## config.mk

```make
export PLATFORM = sky130hd
export DESIGN_NAME = hack_cpu_sequencer_flat
export DESIGN_NICKNAME = d
export VERILOG_FILES = /design/src/rtl/hack_pkg.sv /design/src/rtl/hack_cpu_sequencer_if.sv /design/src/rtl/hack_jump_unit.sv /design/src/rtl/hack_cpu_sequencer.sv /design/src/flat_wrapper.sv
export SDC_FILE = /design/constraint.sdc
export NUM_CORES = 1
export LEC_CHECK = 0
export ABC_AREA = 1
export CAP_MARGIN = 20
export CORE_MARGIN = 2
export CORE_UTILIZATION = 42
export CTS_BUF_LIST = sky130_fd_sc_hd__clkbuf_8
export CTS_CLUSTER_SIZE = 28
export DETAILED_ROUTE_END_ITERATION = 10
export GPL_TIMING_DRIVEN = 0
export PLACE_DENSITY_LB_ADDON = 0.2
export SYNTH_ARGS = -nofsm -noshare
export SYNTH_HDL_FRONTEND = slang
export SYNTH_SLANG_ARGS = --single-unit
```

## constraint.sdc

```tcl
create_clock -name clk -period 4.7 [get_ports clk]
set_clock_uncertainty 0.2 [all_clocks]
set_input_delay 0.94 -clock clk [delete_from_list [all_inputs] [get_ports clk]]
set_output_delay 0.94 -clock clk [all_outputs]
set_load 0.02 [all_outputs]
```

## src/rtl/hack_pkg.sv

```systemverilog
// Shared definitions for the Hack CPU sequencer: FSM states, instruction
// field positions and the default memory wait limit.
package hack_pkg;

  typedef enum logic [2:0] {
    ST_IDLE,
    ST_FETCH,
    ST_EXEC,
    ST_MEM,
    ST_COMMIT,
    ST_ERROR
  } state_e;

  localparam int unsigned C_BIT  = 15;  // 1 = C-instruction, 0 = A-instruction
  localparam int unsigned A_BIT  = 12;  // ALU operand selects M instead of A
  localparam int unsigned D3_BIT = 3;   // destination includes M (write)
  localparam int unsigned J1_BIT = 2;   // jump if out < 0
  localparam int unsigned J2_BIT = 1;   // jump if out = 0
  localparam int unsigned J3_BIT = 0;   // jump if out > 0

  localparam int unsigned WAIT_LIMIT_DEFAULT = 15;

endpackage

```

## src/rtl/hack_cpu_sequencer_if.sv

```systemverilog
// Instruction- and data-memory handshake bundle between the sequencer
// (master) and the memory subsystem (slave).
interface hack_cpu_sequencer_if;

  logic        imem_req;
  logic        imem_ack;
  logic [15:0] imem_rdata;
  logic        dmem_req;
  logic        dmem_we;
  logic        dmem_ack;

  modport master (
    output imem_req, dmem_req, dmem_we,
    input  imem_ack, imem_rdata, dmem_ack
  );

  modport slave (
    input  imem_req, dmem_req, dmem_we,
    output imem_ack, imem_rdata, dmem_ack
  );

endinterface

```

## src/rtl/hack_jump_unit.sv

```systemverilog
// Jump decision for a committed instruction: C-instructions jump when any
// selected condition (lt / eq / gt) matches the ALU flags.
module hack_jump_unit
  import hack_pkg::*;
(
  input  logic       c_instr,
  input  logic [2:0] jbits,
  input  logic       alu_zr,
  input  logic       alu_ng,
  output logic       taken
);

  always_comb begin
    taken = c_instr & ((jbits[J1_BIT] & alu_ng) |
                       (jbits[J2_BIT] & alu_zr) |
                       (jbits[J3_BIT] & ~alu_ng & ~alu_zr));
  end

endmodule

```

## src/rtl/hack_cpu_sequencer.sv

```systemverilog
// Hack CPU control sequencer: fetch / execute / memory / commit FSM with
// bounded memory waits, a sticky timeout error and program-counter control.
module hack_cpu_sequencer
  import hack_pkg::*;
#(
  parameter int unsigned WAIT_LIMIT = WAIT_LIMIT_DEFAULT
) (
  input  logic                        clk,
  input  logic                        reset_n,
  hack_cpu_sequencer_if.master        mem,
  input  logic                        alu_zr,
  input  logic                        alu_ng,
  input  logic [15:0]                 a_reg,
  input  logic [15:0]                 pc_cur,
  output logic                        pc_we,
  output logic [15:0]                 pc_in,
  output logic [15:0]                 instr,
  output logic                        exec_en,
  output logic                        error
);

  // Last wait count that may still be followed by an ack before timing out.
  localparam logic [7:0] WAIT_LAST = 8'(WAIT_LIMIT - 1);

  state_e      state_q, state_d;
  logic [7:0]  wait_q, wait_d;
  logic [15:0] instr_q, instr_d;
  logic        needs_mem;
  logic        taken;

  assign needs_mem = instr_q[C_BIT] & (instr_q[A_BIT] | instr_q[D3_BIT]);
  assign instr     = instr_q;

  hack_jump_unit u_jump (
    .c_instr (instr_q[C_BIT]),
    .jbits   (instr_q[2:0]),
    .alu_zr  (alu_zr),
    .alu_ng  (alu_ng),
    .taken   (taken)
  );

  always_ff @(posedge clk or negedge reset_n) begin
    if (!reset_n) begin
      state_q <= ST_IDLE;
      wait_q  <= '0;
      instr_q <= '0;
    end else begin
      state_q <= state_d;
      wait_q  <= wait_d;
      instr_q <= instr_d;
    end
  end

  // The counter is zero outside FETCH/MEM, so it is already clear on entry.
  always_comb begin
    state_d = state_q;
    wait_d  = '0;
    instr_d = instr_q;
    case (state_q)
      ST_IDLE: state_d = ST_FETCH;
      ST_FETCH: begin
        if (mem.imem_ack) begin
          instr_d = mem.imem_rdata;
          state_d = ST_EXEC;
        end else begin
          wait_d = wait_q + 8'd1;
          if (wait_q == WAIT_LAST) state_d = ST_ERROR;
        end
      end
      ST_EXEC: state_d = needs_mem ? ST_MEM : ST_COMMIT;
      ST_MEM: begin
        if (mem.dmem_ack) begin
          state_d = ST_COMMIT;
        end else begin
          wait_d = wait_q + 8'd1;
          if (wait_q == WAIT_LAST) state_d = ST_ERROR;
        end
      end
      ST_COMMIT: state_d = ST_FETCH;
      ST_ERROR:  state_d = ST_ERROR;
      default:   state_d = ST_IDLE;
    endcase
  end

  always_comb begin
    mem.imem_req = 1'b0;
    mem.dmem_req = 1'b0;
    mem.dmem_we  = 1'b0;
    exec_en      = 1'b0;
    error        = 1'b0;
    pc_we        = 1'b1;
    pc_in        = pc_cur;
    case (state_q)
      ST_FETCH: mem.imem_req = 1'b1;
      ST_MEM: begin
        mem.dmem_req = 1'b1;
        mem.dmem_we  = instr_q[D3_BIT];
      end
      ST_COMMIT: begin
        exec_en = 1'b1;
        if (taken) pc_in = a_reg;
        else       pc_we = 1'b0;
      end
      ST_ERROR: error = 1'b1;
      default: ;
    endcase
  end

endmodule

```

## src/flat_wrapper.sv

```systemverilog
// flat-port wrapper written by rule: the top's interface ports become plain ports
module hack_cpu_sequencer_flat import hack_pkg::*;
#(
  parameter int unsigned WAIT_LIMIT = WAIT_LIMIT_DEFAULT
)
  (clk, reset_n, alu_zr, alu_ng, a_reg, pc_cur, pc_we, pc_in, instr, exec_en, error, mem_imem_req, mem_dmem_req, mem_dmem_we, mem_imem_ack, mem_imem_rdata, mem_dmem_ack);
  hack_cpu_sequencer_if mem_i ();
  input  logic clk;
  input  logic reset_n;
  input  logic alu_zr;
  input  logic alu_ng;
  input  logic [15:0] a_reg;
  input  logic [15:0] pc_cur;
  output logic pc_we;
  output logic [15:0] pc_in;
  output logic [15:0] instr;
  output logic exec_en;
  output logic error;
  output wire logic [$bits(mem_i.imem_req)-1:0] mem_imem_req;
  output wire logic [$bits(mem_i.dmem_req)-1:0] mem_dmem_req;
  output wire logic [$bits(mem_i.dmem_we)-1:0] mem_dmem_we;
  input wire logic [$bits(mem_i.imem_ack)-1:0] mem_imem_ack;
  input wire logic [$bits(mem_i.imem_rdata)-1:0] mem_imem_rdata;
  input wire logic [$bits(mem_i.dmem_ack)-1:0] mem_dmem_ack;
  assign mem_imem_req = mem_i.imem_req;
  assign mem_dmem_req = mem_i.dmem_req;
  assign mem_dmem_we = mem_i.dmem_we;
  assign mem_i.imem_ack = mem_imem_ack;
  assign mem_i.imem_rdata = mem_imem_rdata;
  assign mem_i.dmem_ack = mem_dmem_ack;
  hack_cpu_sequencer #(.WAIT_LIMIT(WAIT_LIMIT)) u_core (.clk(clk), .reset_n(reset_n), .mem(mem_i), .alu_zr(alu_zr), .alu_ng(alu_ng), .a_reg(a_reg), .pc_cur(pc_cur), .pc_we(pc_we), .pc_in(pc_in), .instr(instr), .exec_en(exec_en), .error(error));
endmodule
```

# Yosys cells after proc, flatten, opt, wreduce, memory -nomap -nowiden
# Index checks and enable logic that the tools add are counted.
dict set report op_classes {
  addsub 1
  n_eq_ne 6
  n_mux 17
  bitwise_logic 11
  reduce_logical 3
}
# op count
set ops {}
lappend ops {{16-bit two-way mux} 2}
lappend ops {{8-bit two-way mux} 2}
lappend ops {{8-bit case mux with 2 select lines} 1}
lappend ops {{3-bit case mux with 5 select lines} 1}
lappend ops {{3-bit two-way mux} 4}
lappend ops {{8-bit by 1-bit adder with 8-bit output, second input constant} 1}
lappend ops {{8-bit by 4-bit == test with 1-bit output, second input constant} 1}
lappend ops {{1-bit two-way mux} 7}
lappend ops {{1-bit AND} 6}
lappend ops {{3-bit by 2-bit == test with 1-bit output, second input constant} 2}
lappend ops {{3-bit == test, second input constant} 2}
lappend ops {{3-bit by 1-bit == test with 1-bit output, second input constant} 1}
lappend ops {{3-bit zero test} 1}
lappend ops {{1-bit OR} 3}
lappend ops {{1-bit inverter} 2}
lappend ops {{2-bit AND reduction} 1}
lappend ops {{2-bit OR reduction} 1}
dict set report totals {
  register_bits 27
  inputBits 54
  out_inout_bits 38
  wordCells 41
}

# Longest topological paths before layout
# Gate-level depths: netlist of the first run.
dict set report depth {
  word_depth 7
  depth_mapped 8
  ltp_nobuf 7
}

# By module
# From an unflattened synthesis of the first run, not the netlist that was laid out.
dict set report hier_totals {
  hier_cells 229
  area_unflattened_um2 1625.3
}
# module n_inst cells_each area_each_um2 seq_area_each_um2
set modules_own_cells {}
lappend modules_own_cells {hack_cpu_sequencer 1 220 1585.3 675.6}
lappend modules_own_cells {hack_jump_unit 1 9 40.0 0.0}

# Least setup slack after synthesis of the first run
# OpenSTA, ideal clock, no wires.
dict set report synth_timing {
  path_kind {input to output}
  startpoint {in alu_ng}
  endpoint {out pc_in[10]}
  arrival_time_ns 1.695
  t_required_ns 3.560
  path_slack_ns 1.865
  stages 6
  path_buffers 1
  path_cell_list {nor2_1 > nand2_1 > nand2_2 > buf_2 > nand4_1 > nand2_1}
}
dict set report synth_via {
  elab_chain_cells 7
  word_cells_on_any_way 9
  classes_between {mux (2); bitwise (7)}
}
# item line
set synth_rtl {}
lappend synth_rtl {{from (decl)} flat_wrapper.sv:11} ;# input logic alu_ng;
lappend synth_rtl {{1-bit inverter} hack_jump_unit.sv:16} ;# (jbits[J3_BIT] & ~alu_ng & ~alu_zr));
lappend synth_rtl {{1-bit AND (2 in a row)} hack_jump_unit.sv:16}
lappend synth_rtl {{1-bit OR *} hack_jump_unit.sv:15} ;# (jbits[J2_BIT] & alu_zr) |
lappend synth_rtl {{1-bit AND *} hack_jump_unit.sv:14} ;# taken = c_instr & ((jbits[J1_BIT] & alu_ng) |
lappend synth_rtl {{16-bit two-way mux *} hack_cpu_sequencer.sv:101} ;# if (taken) pc_in = a_reg;
lappend synth_rtl {{16-bit two-way mux *} hack_cpu_sequencer.sv:93} ;# case (state_q)
lappend synth_rtl {{to (decl)} flat_wrapper.sv:15} ;# output logic [15:0] pc_in;
# Mark *: on every way between the ends. The rest lies on a longest branch, timed or not.

# Worst setup path in the final report of the first run
dict set report layout_timing {
  startpoint {in alu_zr}
  endpoint {out pc_in[8]}
}
dict set report layout_via {
  elab_chain_cells 6
  word_cells_on_any_way 8
  classes_between {mux (2); bitwise (6)}
}
# item line
set layout_rtl {}
lappend layout_rtl {{from (decl)} flat_wrapper.sv:10} ;# input logic alu_zr;
lappend layout_rtl {{1-bit AND or 1-bit inverter (tied branches)} {hack_jump_unit.sv:15, hack_jump_unit.sv:16}}
lappend layout_rtl {{1-bit OR or 1-bit AND (tied branches)} {hack_jump_unit.sv:14, hack_jump_unit.sv:16}}
lappend layout_rtl {{1-bit OR *} hack_jump_unit.sv:15}
lappend layout_rtl {{1-bit AND *} hack_jump_unit.sv:14}
lappend layout_rtl {{16-bit two-way mux *} hack_cpu_sequencer.sv:101}
lappend layout_rtl {{16-bit two-way mux *} hack_cpu_sequencer.sv:93}
# Marks and branches as above.

==> results.toml, run 1 <==
[global_route]
wire_length_of_the_first_global_routing_pass_um = 7300
globalRouteOverflowTotal = 0
pin_count_of_the_biggest_net_entering_global_routing = 18
met1_usage_pct = 25.2
grt_util_met3_pct = 6.34
global_route.usage.met2_pct = 38.6
globalRouteTotalUtil_pct = 21.5
grt_antenna_before_repair = 0
first_global_vias = 1667
grt_busiest_layer = "met2"

[synth]
netlist-cell-type-count = 23
synthMostInstantiatedCell = "sky130_fd_sc_hd__nand2_1"
syn_area_mm2 = 0.00158
synth.top_cells.by_count = "sky130_fd_sc_hd__nand2_1, sky130_fd_sc_hd__dfrtp_1, sky130_fd_sc_hd__nor2_1, sky130_fd_sc_hd__nand4_1, sky130_fd_sc_hd__nand3_1"
share_of_synthesized_area_spent_on_multiplexers_pct = 0
yosysTopAreaCell = "sky130_fd_sc_hd__dfrtp_1"
share_of_synthesized_flip_flops_with_an_asynchronous_set_or_reset_pct = 100
synth-simple-area-share_pct = 43.1
yosysSeqAreaShare_pct = 42.7
synth_top_cells_by_area = "sky130_fd_sc_hd__dfrtp_1, sky130_fd_sc_hd__nand2_1, sky130_fd_sc_hd__nand4_1"
synth_seq_cells = 27
adder_and_majority_cell_fraction_of_the_synthesized_area_pct = 1.58
synth_top_cell_area_share_pct = 42.7
syn_inst = 220
synth_area_per_cell_um2 = 7.19
yosys.area_share.xor_xnor_pct = 1.66
post_synthesis_compound_gate_area_fraction_pct = 2.61
syn-num-nets = 276
yosys_most_used_dff = "sky130_fd_sc_hd__dfrtp_1"
synth.yosys.warnings = 0
synth_top_family_by_area = "simple AND/OR/NAND/NOR gates"
synth_enable_flop_cells = 0

[clock_tree]
cts_hold_buffers_added = 0
cts.repair_timing.setup_buffer_count = 0
cts_max_path_buffers = 2
cts_sinks = 27
clk_pin_slew_worst_paths_ps = 90
cts_tree = "built"
clk_root_buffer_cell = "sky130_fd_sc_hd__clkbuf_8"
worstSkewPairLatency_ps = 260
ctsResizeCount = 0
htree_levels = 1
tritoncts.num_buffers = 3

[worst_setup_path]
cp_slowest_stage_delay_ps = 600
cpLargestDelayFamily = "buffers and inverters"
worst_path_max_delay_cell = "sky130_fd_sc_hd__clkdlybuf4s50_1"
timing.critical_path.cells = "clkdlybuf4s50_1 > nand2_1 > nand2_1 > inv_1 > nand2_2 > buf_2 > nand4_1 > nand2_1 > clkdlybuf4s50_1"
crit_top_cell = "sky130_fd_sc_hd__nand2_1"
count_of_buffering_cells_on_the_critical_path_with_inverters_included = 4
critical_path_required_ps = 3560
start_kind = "input port"
critical_path.endpoint_type = "primary output"
cp_max_fo = 10
arrival_ps = 2790
crit_type = "input port to primary output"

[die]
die-height_um = 65.4
die_w_um = 65.4
core_area_mm2 = 0.00363
die_area_mm2 = 0.00428
design.portCount = 92
placement_rows = 22
initial_utilization_pct = 43.6

[sta]
worst_pin_slew_ps = 590
timing.fmax_ghz = 0.254
slew_violations = 0
finalCriticalPeriod_ps = 3930
finalCritPeriodShare_pct = 83.6
setup-tns-final_ps = 0
holdWs_ps = 281
timing.final.setup_violations = 0
setup_repair_after_global_routing_missed_its_margin = "false"
hold_viol = 0
timing.max_slew.rel_slack_pct = 60.5

[detailed_routing]
count_of_antenna_violating_nets_left_after_detailed_routing = 0
detail_route.wl_per_cell_um = 12.0
initialDrtViolationCount = 45
drt-total-wl_um = 4360
vias = 1749
vias_per_cell = 4.82
post-route-drc-count = 0
drt-pass1-iter-count = 4

[finish]
antenna_diode_count = 0
area_growth_syn_to_layout_pct = 65.3
post_route_cells_drive_above_1_share_pct = 6.03
nets = 372
fin_area_mm2 = 0.00262

[place]
placement.cell_area_mm2 = 0.00257
gpl.final_weighted_congestion = 0.829
place_hpwl_um = 3510
port_buffers = 90

[pwr]
comb_power_share_pct = 18.9
power_switching_uw = 94.2
cell_internal_pwr_uw = 345
ir_drop_mv = 0.135
total_power_uw = 439
p_leak_nw = 1.26
p_sw_share_pct = 21.5
clockPowerShare_pct = 28.2
power_density_normalized_to_cell_area_mw_per_mm2 = 168
share_seq_of_total_power_pct = 52.8

[job]
max_cap_violations = 0

[run_status]
outcome = "finished clean"

[min_path]
timing.hold.worst.class = "flop to flop"
per-stage QoR:
| stage | setup WS, ps | utilization (%) | instances |
|---|---|---|---|
| floorplan | 1860 | - | 220 |
| global placement | 786 | 70.0 | 358 |
| detailed placement | 750 | 70.8 | 359 |
| CTS | 753 | 72.0 | 363 |
| global route | 593 | 72.0 | 363 |
| finish | 769 | 72.0 | 363 |
power groups by stage:
| stage | registers, mW | clock network (mW) | logic, mW |
|---|---|---|---|
| finish | 0.232 | 0.124 | 0.0831 |
| global route | 0.232 | 0.139 | 0.0891 |
| CTS | 0.232 | 0.128 | 0.0838 |
| detailed placement | 0.237 | 0 | 0.0836 |
| global placement | 0.237 | 0 | 0.0799 |
| floorplan | 0.237 | 0 | 0.0180 |
final timing paths:
check | startpoint | endpoint | slack, ps | cells past startpoint
max | alu_zr | pc_in[8] | 770 | 9
min | u_core.instr[14]$_DFFE_PN0P_ | u_core.instr[14]$_DFFE_PN0P_ | 280 | 2
max reg2reg | u_core.state_q[2]$_DFF_PN0_ | u_core.instr[10]$_DFFE_PN0P_ | 3010 | 7
min reg2reg | u_core.instr[14]$_DFFE_PN0P_ | u_core.instr[14]$_DFFE_PN0P_ | 280 | 2
max in group asynchronous | reset_n | u_core.instr[13]$_DFFE_PN0P_ | 2970 | 2
min in group asynchronous | reset_n | u_core.wait_q[1]$_DFF_PN0_ | 840 | 1
per-layer routing:
| metal | vias to the layer above | wire [um] |
|---|---|---|
| met3 | 6 | 389 |
| li1 | 898 | - |
| met4 | 0 | 52 |
| met5 | - | 0 |
| met1 | 786 | 1850 |
| met2 | 59 | 2070 |
tightest hold or removal path, cell delays in order (launching register included):
cell and delay, ps:
sky130_fd_sc_hd__dfrtp_1 350, sky130_fd_sc_hd__nand2_1 50, sky130_fd_sc_hd__nand2_1 50
registers in the layout, summed over array words and instances, names as in the netlist:
name,cells
u_core.wait_q,8
u_core.state_q,3
u_core.instr,16
kinds of logic (layout without fill, tap and decap cells):
logic type,count (synthesis),after routing
buf+inv,27,122
compound gates,8,8
fa+ha+maj,2,2
simple gates,153,153
xor+xnor,3,3
flops,27,27
cells in the final DEF, fill, tap and decap left out, types with 3 or more instances in the layout:
master	synthesis	layout
sky130_fd_sc_hd__clkdlybuf4s50_1	0	90
sky130_fd_sc_hd__nand2_1	89	89
sky130_fd_sc_hd__dfrtp_1	27	27
sky130_fd_sc_hd__nor2_1	22	22
sky130_fd_sc_hd__nand4_1	18	18
sky130_fd_sc_hd__nand3_1	17	17
sky130_fd_sc_hd__inv_1	14	15
sky130_fd_sc_hd__buf_2	4	4
sky130_fd_sc_hd__a21oi_1	4	4
sky130_fd_sc_hd__buf_6	3	3
sky130_fd_sc_hd__o21ai_0	3	3
sky130_fd_sc_hd__clkbuf_8	0	3
final cells by class:
| type | count | area, um^2 |
|---|---|---|
| Clock inverter | 1 | 3.75 |
| Buffer | 11 | 72.6 |
| Multi-Input combinational cell | 166 | 774 |
| Inverter | 16 | 60.1 |
| Tap cell | 48 | 60.1 |
| Sequential cell | 27 | 676 |
| Clock buffer | 3 | 41.3 |
| Fill cell | 294 | 1020 |
| Timing Repair Buffer | 91 | 928 |
Power figures use the tool's default switching activity.
==> inputs of run 2 (changes only) <==
--- a/config.mk
+++ b/config.mk
@@ -8,7 +8,7 @@
 export ABC_AREA = 1
 export CAP_MARGIN = 20
 export CORE_MARGIN = 2
-export CORE_UTILIZATION = 42
+export CORE_UTILIZATION = 39
 export CTS_BUF_LIST = sky130_fd_sc_hd__clkbuf_8
 export CTS_CLUSTER_SIZE = 28
 export DETAILED_ROUTE_END_ITERATION = 10
==> constraint.sdc (replaced) <==
create_clock -name clk -period 3.9 [get_ports clk]
set_clock_uncertainty 0.2 [all_clocks]
set_input_delay 0.78 -clock clk [delete_from_list [all_inputs] [get_ports clk]]
set_output_delay 0.78 -clock clk [all_outputs]
set_load 0.02 [all_outputs]
==> results.toml, run 2 (synthesis results as in run 1) <==
[run_status]
outcome = "finished clean"

[pwr]
cell_internal_pwr_uw = 418
power_switching_uw = 117
power_density_normalized_to_cell_area_mw_per_mm2 = 204
ir_drop_mv = 0.221
share_seq_of_total_power_pct = 52.3
clockPowerShare_pct = 29.1
total_power_uw = 535
comb_power_share_pct = 18.7
p_sw_share_pct = 21.9
p_leak_nw = 1.26

[global_route]
globalRouteTotalUtil_pct = 18.6
pin_count_of_the_biggest_net_entering_global_routing = 19
globalRouteOverflowTotal = 0
first_global_vias = 1472
wire_length_of_the_first_global_routing_pass_um = 6750
grt_antenna_before_repair = 0

[place]
gpl.final_weighted_congestion = 0.769
place_hpwl_um = 3480
port_buffers = 90
placement.cell_area_mm2 = 0.00257
place_ws_ps = 302

[finish]
post_route_cells_drive_above_1_share_pct = 6.35
layout_common_cells = "sky130_fd_sc_hd__clkdlybuf4s50_1, sky130_fd_sc_hd__nand2_1, sky130_fd_sc_hd__dfrtp_1"
antenna_diode_count = 0
area_growth_syn_to_layout_pct = 65.7
nets = 372
mostFrequentLayoutCell = "sky130_fd_sc_hd__clkdlybuf4s50_1"
max_reg_flops = 16
fin_area_mm2 = 0.00262

[sta]
timing.final.setup_violations = 0
worst_pin_slew_ps = 541
slew_violations = 0
setup_repair_after_global_routing_missed_its_margin = "false"
finalCriticalPeriod_ps = 3620
setup-tns-final_ps = 0
timing.max_slew.rel_slack_pct = 63.8
finalCritPeriodShare_pct = 92.7
timing.fmax_ghz = 0.277
finalWorstSetupSlack_ps = 283
hold_viol = 0

[worst_setup_path]
worst_path_max_delay_cell = "sky130_fd_sc_hd__clkdlybuf4s50_1"
critical_path_required_ps = 2920
critical_path.endpoint_type = "primary output"
critical_path.reg2reg.endpoint = "u_core.instr[15]$_DFFE_PN0P_"
cp_slowest_stage_delay_ps = 600
crit_type = "input port to primary output"
crit_top_cell = "sky130_fd_sc_hd__nand2_1"
start_kind = "input port"
cp_max_fo = 10
timing.critical_path.cells = "clkdlybuf4s50_1 > nand2_1 > nand2_1 > inv_1 > nand2_2 > buf_2 > nand4_1 > nand2_1 > clkdlybuf4s50_1"
worstRegToRegCells = 7
timing.reg2reg.setup_slack_ps = 2210
arrival_ps = 2640
r2r_start = "u_core.state_q[2]$_DFF_PN0_"

[detailed_routing]
drt-total-wl_um = 4360
vias = 1721
initialDrtViolationCount = 102
vias_per_cell = 4.72
count_of_antenna_violating_nets_left_after_detailed_routing = 0
drt-pass1-iter-count = 4
detail_route.wl_per_cell_um = 12.0
post-route-drc-count = 0

[min_path]
hp-start = "u_core.instr[8]$_DFFE_PN0P_"
worst_hold_path.endpoint = "u_core.instr[8]$_DFFE_PN0P_"
timing.hold.worst.class = "flop to flop"
whs_path_depth = 2

[clock_tree]
cts_max_path_buffers = 2
cts.repair_timing.setup_buffer_count = 0
clk_root_buffer_cell = "sky130_fd_sc_hd__clkbuf_8"
tritoncts.num_buffers = 3
ctsResizeCount = 0
clk_pin_slew_worst_paths_ps = 90
cts_tree = "built"
worstSkewPairLatency_ps = 260
cts_sinks = 27
htree_levels = 1
cts_hold_buffers_added = 0

[die]
die_w_um = 67.7
die_area_mm2 = 0.00458
core_area_mm2 = 0.00394
placement_rows = 23
initial_utilization_pct = 40.1
design.portCount = 92
die-height_um = 67.7

[job]
max_cap_violations = 0
-- run 2: cell types whose count changed in the layout (fill, tap and decap cells not counted), sizes merged --
cell and change:
clkinvlp +1, inv -1
-- run 2: area by class of cell --
cell class | instances | area [um^2]
Multi-Input combinational cell | 166 | 774
Fill cell | 366 | 1320
Tap cell | 50 | 62.6
Clock inverter | 1 | 7.51
Clock buffer | 3 | 41.3
Sequential cell | 27 | 676
Timing Repair Buffer | 91 | 928
Buffer | 11 | 72.6
Inverter | 16 | 60.1
-- run 2: through the flow --
| step | util, % | cells | hold slack (ps) |
|---|---|---|---|
| 4_1_cts | 66.5 | 365 | 280 |
| 3_5_place_dp | 65.3 | 361 | 257 |
| 6_report | 66.5 | 365 | 277 |
| 5_1_grt | 66.5 | 365 | 299 |
| 3_3_place_gp | 64.6 | 360 | 256 |
| 2_1_floorplan | - | 220 | 250 |
-- run 2: power by group through the flow --
stage	clock, mW	sequential [mW]	combinational, mW
6_report	0.155	0.280	0.0999
2_1_floorplan	0	0.285	0.0217
5_1_grt	0.171	0.280	0.108
3_5_place_dp	0	0.285	0.101
4_1_cts	0.161	0.280	0.101
3_3_place_gp	0	0.285	0.0964
-- run 2: worst max-delay path by stage --
stage                       from   endpoint  slack [ps]  cells past startpoint
after floorplan           alu_ng  pc_in[10]        1380                      6
after global placement    alu_ng  pc_in[13]         310                      9
after detailed placement  alu_ng   pc_in[7]         300                      9
after CTS                 alu_zr   pc_in[7]         300                      9
after global routing      alu_zr   pc_in[7]         130                      9
final                     alu_zr   pc_in[7]         280                      9
-- run 2: per-layer routing --
layer / global-route usage (%) / up-vias / part of all wire [%]
met5: 0 / - / 0
met4: 3.06 / 0 / 0.57
met3: 4.00 / 4 / 9.6
met2: 31.0 / 61 / 47
met1: 25.2 / 761 / 43
li1: - / 895 / -
-- run 2: critical path: cells and delay by family --
kind	cells	cell delay [ps]
buffers and inverters	4	1370
and+or+nand+nor	5	490
